$ cat config.mk
export PLATFORM = sky130hd
export DESIGN_NAME = fp_image_loader
export DESIGN_NICKNAME = d
export VERILOG_FILES = /design/src/rtl/fp_loader_pkg.sv /design/src/rtl/fp_phase_timer.sv /design/src/rtl/fp_image_loader.sv
export SDC_FILE = /design/constraint.sdc
export NUM_CORES = 1
export LEC_CHECK = 0
export BUFFER_PORTS_ARGS = -buffer_cell sky130_fd_sc_hd__buf_2
export CAP_MARGIN = 5
export CELL_PAD_IN_SITES_DETAIL_PLACEMENT = 1
export CELL_PAD_IN_SITES_GLOBAL_PLACEMENT = 1
export CORE_ASPECT_RATIO = 0.6
export CORE_UTILIZATION = 41
export CTS_CLUSTER_DIAMETER = 80
export DETAILED_ROUTE_END_ITERATION = 8
export PLACE_DENSITY_LB_ADDON = 0.1
export SETUP_SLACK_MARGIN = 0.02
export SLEW_MARGIN = 5
export SYNTH_ARGS = -nofsm -noshare
export SYNTH_HDL_FRONTEND = slang
export SYNTH_SLANG_ARGS = --single-unit
$ cat constraint.sdc
create_clock -name clock -period 3.51 [get_ports clock]
set_clock_uncertainty 0.2 [all_clocks]
set_input_delay 0.702 -clock clock [delete_from_list [all_inputs] [get_ports clock]]
set_output_delay 0.702 -clock clock [all_outputs]
set_load 0.03 [all_outputs]
$ cat src/rtl/fp_loader_pkg.sv
// Shared types and default timing for the front-panel image loader.
// Words are 12-bit PDP-8 quantities; the phase timer counts in a fixed 16-bit domain.
package fp_loader_pkg;

   localparam int unsigned WordWidth  = 12;
   localparam int unsigned TimerWidth = 16;
   localparam int unsigned CountWidth = 13;

   typedef logic [WordWidth-1:0]  word_t;
   typedef logic [TimerWidth-1:0] count_t;
   typedef logic [CountWidth-1:0] words_t;

   localparam int unsigned DefSetupCycles = 10;
   localparam int unsigned DefHoldCycles  = 10;
   localparam int unsigned DefGapCycles   = 30;
   localparam int unsigned DefRunTimeout  = 1024;
   localparam word_t       DefStartPc     = 12'o0200;

   localparam words_t      WordsMax       = 13'd4096;
   localparam int unsigned MaxTimerLoad   = 2 ** TimerWidth;

   typedef enum logic [3:0] {
      StIdle,
      StWaitWord,
      StASetup,
      StAPress,
      StAGap,
      StDSetup,
      StDPress,
      StDGap,
      StPSetup,
      StPPress,
      StPGap,
      StRunWait,
      StRunning,
      StHalted
   } loader_state_t;

   function automatic logic is_busy(input loader_state_t s);
      return !((s == StIdle) || (s == StHalted));
   endfunction

endpackage

$ cat src/rtl/fp_phase_timer.sv
// Down-counter shared by every timed phase of the loader.
// A load of N-1 makes done rise on the Nth cycle of the phase.
module fp_phase_timer
   import fp_loader_pkg::*;
(
   input  logic   clock,
   input  logic   reset,
   input  logic   load,
   input  count_t load_value,
   output logic   done
);

   count_t count_q;

   always_ff @(posedge clock) begin
      if (reset) begin
         count_q <= '0;
      end else if (load) begin
         count_q <= load_value;
      end else if (count_q != '0) begin
         count_q <= count_q - count_t'(1);
      end
   end

   assign done = (count_q == '0);

endmodule

$ cat src/rtl/fp_image_loader.sv
// Front-panel sequencer: deposits an (address, data) word stream through the
// load-PC / deposit buttons, then loads the start PC, runs, and watches for halt.
module fp_image_loader
   import fp_loader_pkg::*;
#(
   parameter int unsigned SETUP_CYCLES = DefSetupCycles,
   parameter int unsigned HOLD_CYCLES  = DefHoldCycles,
   parameter int unsigned GAP_CYCLES   = DefGapCycles,
   parameter word_t       START_PC     = DefStartPc,
   parameter int unsigned RUN_TIMEOUT  = DefRunTimeout
) (
   input  logic        clock,
   input  logic        reset,
   input  logic        start,
   input  logic        word_valid,
   output logic        word_ready,
   input  logic [11:0] word_addr,
   input  logic [11:0] word_data,
   input  logic        word_last,
   input  logic        run_led,
   output logic [12:0] sw,
   output logic        btnl,
   output logic        btnd,
   output logic        busy,
   output logic        halted,
   output logic        error,
   output logic [12:0] words_loaded
);

   if (SETUP_CYCLES == 0 || HOLD_CYCLES == 0 || GAP_CYCLES == 0 || RUN_TIMEOUT == 0 ||
       SETUP_CYCLES > MaxTimerLoad || HOLD_CYCLES > MaxTimerLoad ||
       GAP_CYCLES > MaxTimerLoad || RUN_TIMEOUT > MaxTimerLoad) begin : gen_bad_params
      $error("fp_image_loader: timing parameters must be in 1..2**TimerWidth");
   end

   loader_state_t state_q, state_d;
   logic [12:0]   sw_q, sw_d;
   word_t         data_q, data_d;
   logic          last_q, last_d;
   words_t        words_q, words_d;
   logic          error_q, error_d;
   logic          halted_q, halted_d;
   logic          btnl_q, btnd_q, busy_q, ready_q;
   logic          run_led_q;

   logic          timer_load;
   count_t        timer_value;
   logic          timer_done;

   // Duration of the phase being entered; the counter is loaded with N-1.
   function automatic count_t phase_len(input loader_state_t s);
      count_t len;
      case (s)
         StASetup, StDSetup, StPSetup: len = count_t'(SETUP_CYCLES - 1);
         StAPress, StDPress, StPPress: len = count_t'(HOLD_CYCLES - 1);
         StAGap, StDGap, StPGap:       len = count_t'(GAP_CYCLES - 1);
         StRunWait:                    len = count_t'(RUN_TIMEOUT - 1);
         default:                      len = '0;
      endcase
      return len;
   endfunction

   always_comb begin
      state_d  = state_q;
      sw_d     = sw_q;
      data_d   = data_q;
      last_d   = last_q;
      words_d  = words_q;
      error_d  = error_q;
      halted_d = 1'b0;

      case (state_q)
         StIdle, StHalted: begin
            if (start) begin
               state_d = StWaitWord;
               error_d = 1'b0;
               words_d = '0;
            end
         end
         StWaitWord: begin
            if (word_valid) begin
               state_d    = StASetup;
               sw_d[11:0] = word_addr;
               data_d     = word_data;
               last_d     = word_last;
            end
         end
         StASetup: if (timer_done) state_d = StAPress;
         StAPress: if (timer_done) state_d = StAGap;
         StAGap: begin
            if (timer_done) begin
               state_d    = StDSetup;
               sw_d[11:0] = data_q;
            end
         end
         StDSetup: if (timer_done) state_d = StDPress;
         StDPress: if (timer_done) state_d = StDGap;
         StDGap: begin
            if (timer_done) begin
               if (words_q != WordsMax) begin
                  words_d = words_q + 13'd1;
               end
               if (last_q) begin
                  state_d    = StPSetup;
                  sw_d[11:0] = START_PC;
               end else begin
                  state_d = StWaitWord;
               end
            end
         end
         StPSetup: if (timer_done) state_d = StPPress;
         StPPress: if (timer_done) state_d = StPGap;
         StPGap: begin
            if (timer_done) begin
               state_d  = StRunWait;
               sw_d[12] = 1'b1;
            end
         end
         StRunWait: begin
            if (run_led) begin
               state_d = StRunning;
            end else if (timer_done) begin
               state_d  = StHalted;
               error_d  = 1'b1;
               sw_d[12] = 1'b0;
            end
         end
         StRunning: begin
            // Falling edge against the previous-cycle sample of the LED.
            if (run_led_q && !run_led) begin
               state_d  = StHalted;
               halted_d = 1'b1;
               sw_d[12] = 1'b0;
            end
         end
         default: state_d = StIdle;
      endcase
   end

   assign timer_load  = (state_d != state_q);
   assign timer_value = phase_len(state_d);

   fp_phase_timer u_timer (
      .clock      (clock),
      .reset      (reset),
      .load       (timer_load),
      .load_value (timer_value),
      .done       (timer_done)
   );

   // Button and handshake outputs are decoded from the next state so they
   // change on the same edge as the state register.
   always_ff @(posedge clock) begin
      if (reset) begin
         state_q   <= StIdle;
         sw_q      <= '0;
         data_q    <= '0;
         last_q    <= 1'b0;
         words_q   <= '0;
         error_q   <= 1'b0;
         halted_q  <= 1'b0;
         btnl_q    <= 1'b0;
         btnd_q    <= 1'b0;
         busy_q    <= 1'b0;
         ready_q   <= 1'b0;
         run_led_q <= 1'b0;
      end else begin
         state_q   <= state_d;
         sw_q      <= sw_d;
         data_q    <= data_d;
         last_q    <= last_d;
         words_q   <= words_d;
         error_q   <= error_d;
         halted_q  <= halted_d;
         btnl_q    <= (state_d == StAPress) || (state_d == StPPress);
         btnd_q    <= (state_d == StDPress);
         busy_q    <= is_busy(state_d);
         ready_q   <= (state_d == StWaitWord);
         run_led_q <= run_led;
      end
   end

   assign sw           = sw_q;
   assign btnl         = btnl_q;
   assign btnd         = btnd_q;
   assign busy         = busy_q;
   assign halted       = halted_q;
   assign error        = error_q;
   assign words_loaded = words_q;
   assign word_ready   = ready_q;

endmodule

==> impl_metrics.env <==
export IMPL_row_count=25
export IMPL_nets=499
export IMPL_synth_cells=406
export IMPL_netlist_area_mm2=0.00336
export IMPL_synthSimpleGateAreaFrac_pct=28.3
export IMPL_synth_edf_count=0
export IMPL_ys_types=56
export IMPL_ys_flop_type="dfxtp_1"
export IMPL_drc=0
export IMPL_wl_met1_mm=4.99
export IMPL_synth_compound_area_share_pct=15.9
export IMPL_wl_met3_um=377
export IMPL_clk_transition_reported_paths_ns=0.06
export IMPL_via_per_inst=5.58
export IMPL_critical_path_max_stage_delay_ns=0.42
export IMPL_synth_common_cells="66 x dfxtp_1, 59 x nand2_1, 42 x nor2_1, 23 x a21oi_1"
export IMPL_avgSynthCellArea_um2=8.29
export IMPL_worst_hold_slack_ns=0.254
export IMPL_dr_wl_met2_mm=4.68
export IMPL_crit_slowest_cell="nor4b_1"
export IMPL_relSlewSlack_pct=54.5
export IMPL_finalSetupTns_ns=0
export IMPL_portBuffers=61
export IMPL_grt_pass1_wl_mm=16.3
export IMPL_vias=3206
export IMPL_dieHeight_um=72.2
export IMPL_routabilityCongestion=0.784
export IMPL_grt_max_degree=51
export IMPL_min_path_type="reg2reg"
export IMPL_wl_per_cell_um=17.7
export IMPL_p_per_area_mw_per_mm2=696
export IMPL_ys_seq_area_share_pct=39.3
export IMPL_grt_usage_pct=24.8
export IMPL_synth_top_family_by_area="simple AND/OR/NAND/NOR gates"
export IMPL_setup_viol_count_final=0
export IMPL_first_pass_iters=4
export IMPL_yosys_area_share_adder_pct=2.60
export IMPL_fin_crit_sh_pct=92.9
export IMPL_yosys_area_top_type="dfxtp_1"
export IMPL_initial_utilization_pct=42.5
export IMPL_clk_insertion_delay_late_ns=0.33
export IMPL_worstSetupStartpointType="flop"
export IMPL_die_w_um=119
export IMPL_ir_drop_v=0.000322
export IMPL_synth_async_sr_flop_share_pct=0
export IMPL_grt_pass1_vias=3146
export IMPL_clk_path_buf_depth=2
export IMPL_syn_num_nets=443
export IMPL_worst_r2r_setup_slack_ns=0.25
export IMPL_slew_viol_final=0
export IMPL_wirelength_mm=10.2
export IMPL_synth_top_area_share_pct=39.3
export IMPL_final_util_pct=51.5
export IMPL_dp_hpwl_mm=7.09
export IMPL_p_leak_nw=1.71
export IMPL_synth_area_leaders="dfxtp_1 39%, nand2_1 6.6%, nor2_1 4.7%"
export IMPL_cts_buffers=9
export IMPL_max_freq_ghz=0.307
export IMPL_clock_sinks=66
export IMPL_crit_fanout=5
export IMPL_dpl_instance_area_mm2=0.00377
export IMPL_ys_ff_latch=66
export IMPL_dieArea_mm2=0.00858
export IMPL_critPathKind="reg2reg"
export IMPL_yosys_area_share_xor_xnor_pct=6.77
export IMPL_root_buffer="clkbuf_16"
export IMPL_coreArea_mm2=0.00791
export IMPL_cp_top_family="simple AND/OR/NAND/NOR gates"
export IMPL_final_layout_size_suffix_gt1_share_pct=21.2
export IMPL_status="finished clean"
export IMPL_yosysMostFrequentCell="dfxtp_1"
export IMPL_antenna_left=0
export IMPL_power_total_mw=2.83
export IMPL_rsz0062_at_grt="false"
export IMPL_yosysWarnings=0
export IMPL_worst_path_buf_inv=3
export IMPL_syn_to_final_growth_pct=21.0
export IMPL_hold_viol=0
export IMPL_cts_tree="built"
export IMPL_tightest_slew_ns=0.682
export IMPL_maxCapViolations=0
export IMPL_htreeDepth=3
export IMPL_dr_max_layer_used="met4"
export IMPL_fin_area_mm2=0.00407
export IMPL_muxShareOfSynthArea_pct=2.23
export IMPL_io_pins=62
export IMPL_cp_end_kind="flop"
export IMPL_period_minus_slack_ns=3.26
export IMPL_cp_required_ns=3.50
export IMPL_drt_iter0_markers=165
export IMPL_antenna_found_initial=0
export IMPL_grt_ovfl_total=0
export IMPL_diodes=0
export IMPL_arrival_ns=3.25
export IMPL_cp_cell_sequence="inv_1, ha_1, nor4b_1, nand4_1, mux2i_1, o32a_1, nor3_1, buf_4, inv_1, ha_1, a41oi_2, a211oi_1"
-- path summary, 6_finish.rpt --
path | start | to | depth (start not counted)
worst max-delay path | u_timer.count_q[0] | u_timer.count_q[8] | 12
worst min-delay path | data_q[3] | data_q[3] | 2
worst max register to register | u_timer.count_q[0] | u_timer.count_q[8] | 12
worst min register to register | data_q[3] | data_q[3] | 2
-- state kept, by name (all words and copies together) (netlist names) --
| name | count |
|---|---|
| u_timer.count_q | 16 |
| sw | 13 |
| words_loaded | 13 |
| data_q | 12 |
| state_q | 4 |
| btnd | 1 |
| btnl | 1 |
| busy | 1 |
| error | 1 |
| halted | 1 |
| last_q | 1 |
| run_led_q | 1 |
| word_ready | 1 |
-- stage by stage --
step	instances	worst slack (ns)
final	575	0.249
after global routing	575	0.0481
after CTS	575	0.142
after detailed placement	559	0.223
after global placement	559	0.451
after floorplan	406	0.478
-- worst register-to-register path: stages, from the launching register on --
cell and delay (ns):
dfxtp_1 0.34, inv_1 0.12, ha_1 0.26, nor4b_1 0.42, nand4_1 0.21, mux2i_1 0.17
o32a_1 0.39, nor3_1 0.20, buf_4 0.16, inv_1 0.06, ha_1 0.23, a41oi_2 0.27
a211oi_1 0.11
-- where the power goes --
| part | switching [mW] | leakage, nW | total (mW) | internal (mW) |
|---|---|---|---|---|
| combinational | 0.591 | 1.02 | 0.973 | 0.382 |
| sequential | 0.114 | 0.537 | 0.963 | 0.849 |
| clock | 0.331 | 0.149 | 0.897 | 0.566 |
| total | 1.04 | 1.71 | 2.83 | 1.80 |
-- repair_timing --
item	4_1_cts	5_1_grt
endpoints found under the setup margin	0	4
hold buffers	0	0
setup buffers	0	0
gates resized for setup	0	1
-- cell type report --
type,instances,area (um2)
multi-input combinational,301,1880
clock buffer,11,243
tap,108,135
clock inverter,5,53.8
fill,963,3840
inverter,11,41.3
sequential,66,1320
timing repair buffer,73,395
-- layer usage --
layer,global-route usage [%],vias up
met1,33.0,1572
met4,7.45,0
met3,5.97,10
met5,0,-
li1,-,1554
met2,40.2,70
-- cells in the final DEF (no fill, tap or decap), types with 9 or more instances in the layout --
cell type | Yosys | routed
nand4_1 | 11 | 11
buf_4 | 1 | 12
a21oi_1 | 23 | 23
a311oi_1 | 12 | 12
clkbuf_16 | 0 | 9
nand3_1 | 18 | 18
nand2_1 | 59 | 59
xor2_1 | 18 | 18
nor3_1 | 17 | 17
dfxtp_1 | 66 | 66
buf_2 | 8 | 61
inv_1 | 11 | 11
nor2_1 | 42 | 42
-- logic make-up after synthesis --
| family | count (synthesis) |
|---|---|
| simple gates | 189 |
| mux | 7 |
| compound gates | 72 |
| fa+ha+maj | 7 |
| xor+xnor | 26 |
| flops | 66 |
| buf+inv | 39 |
Power figures use the tool's default switching activity.
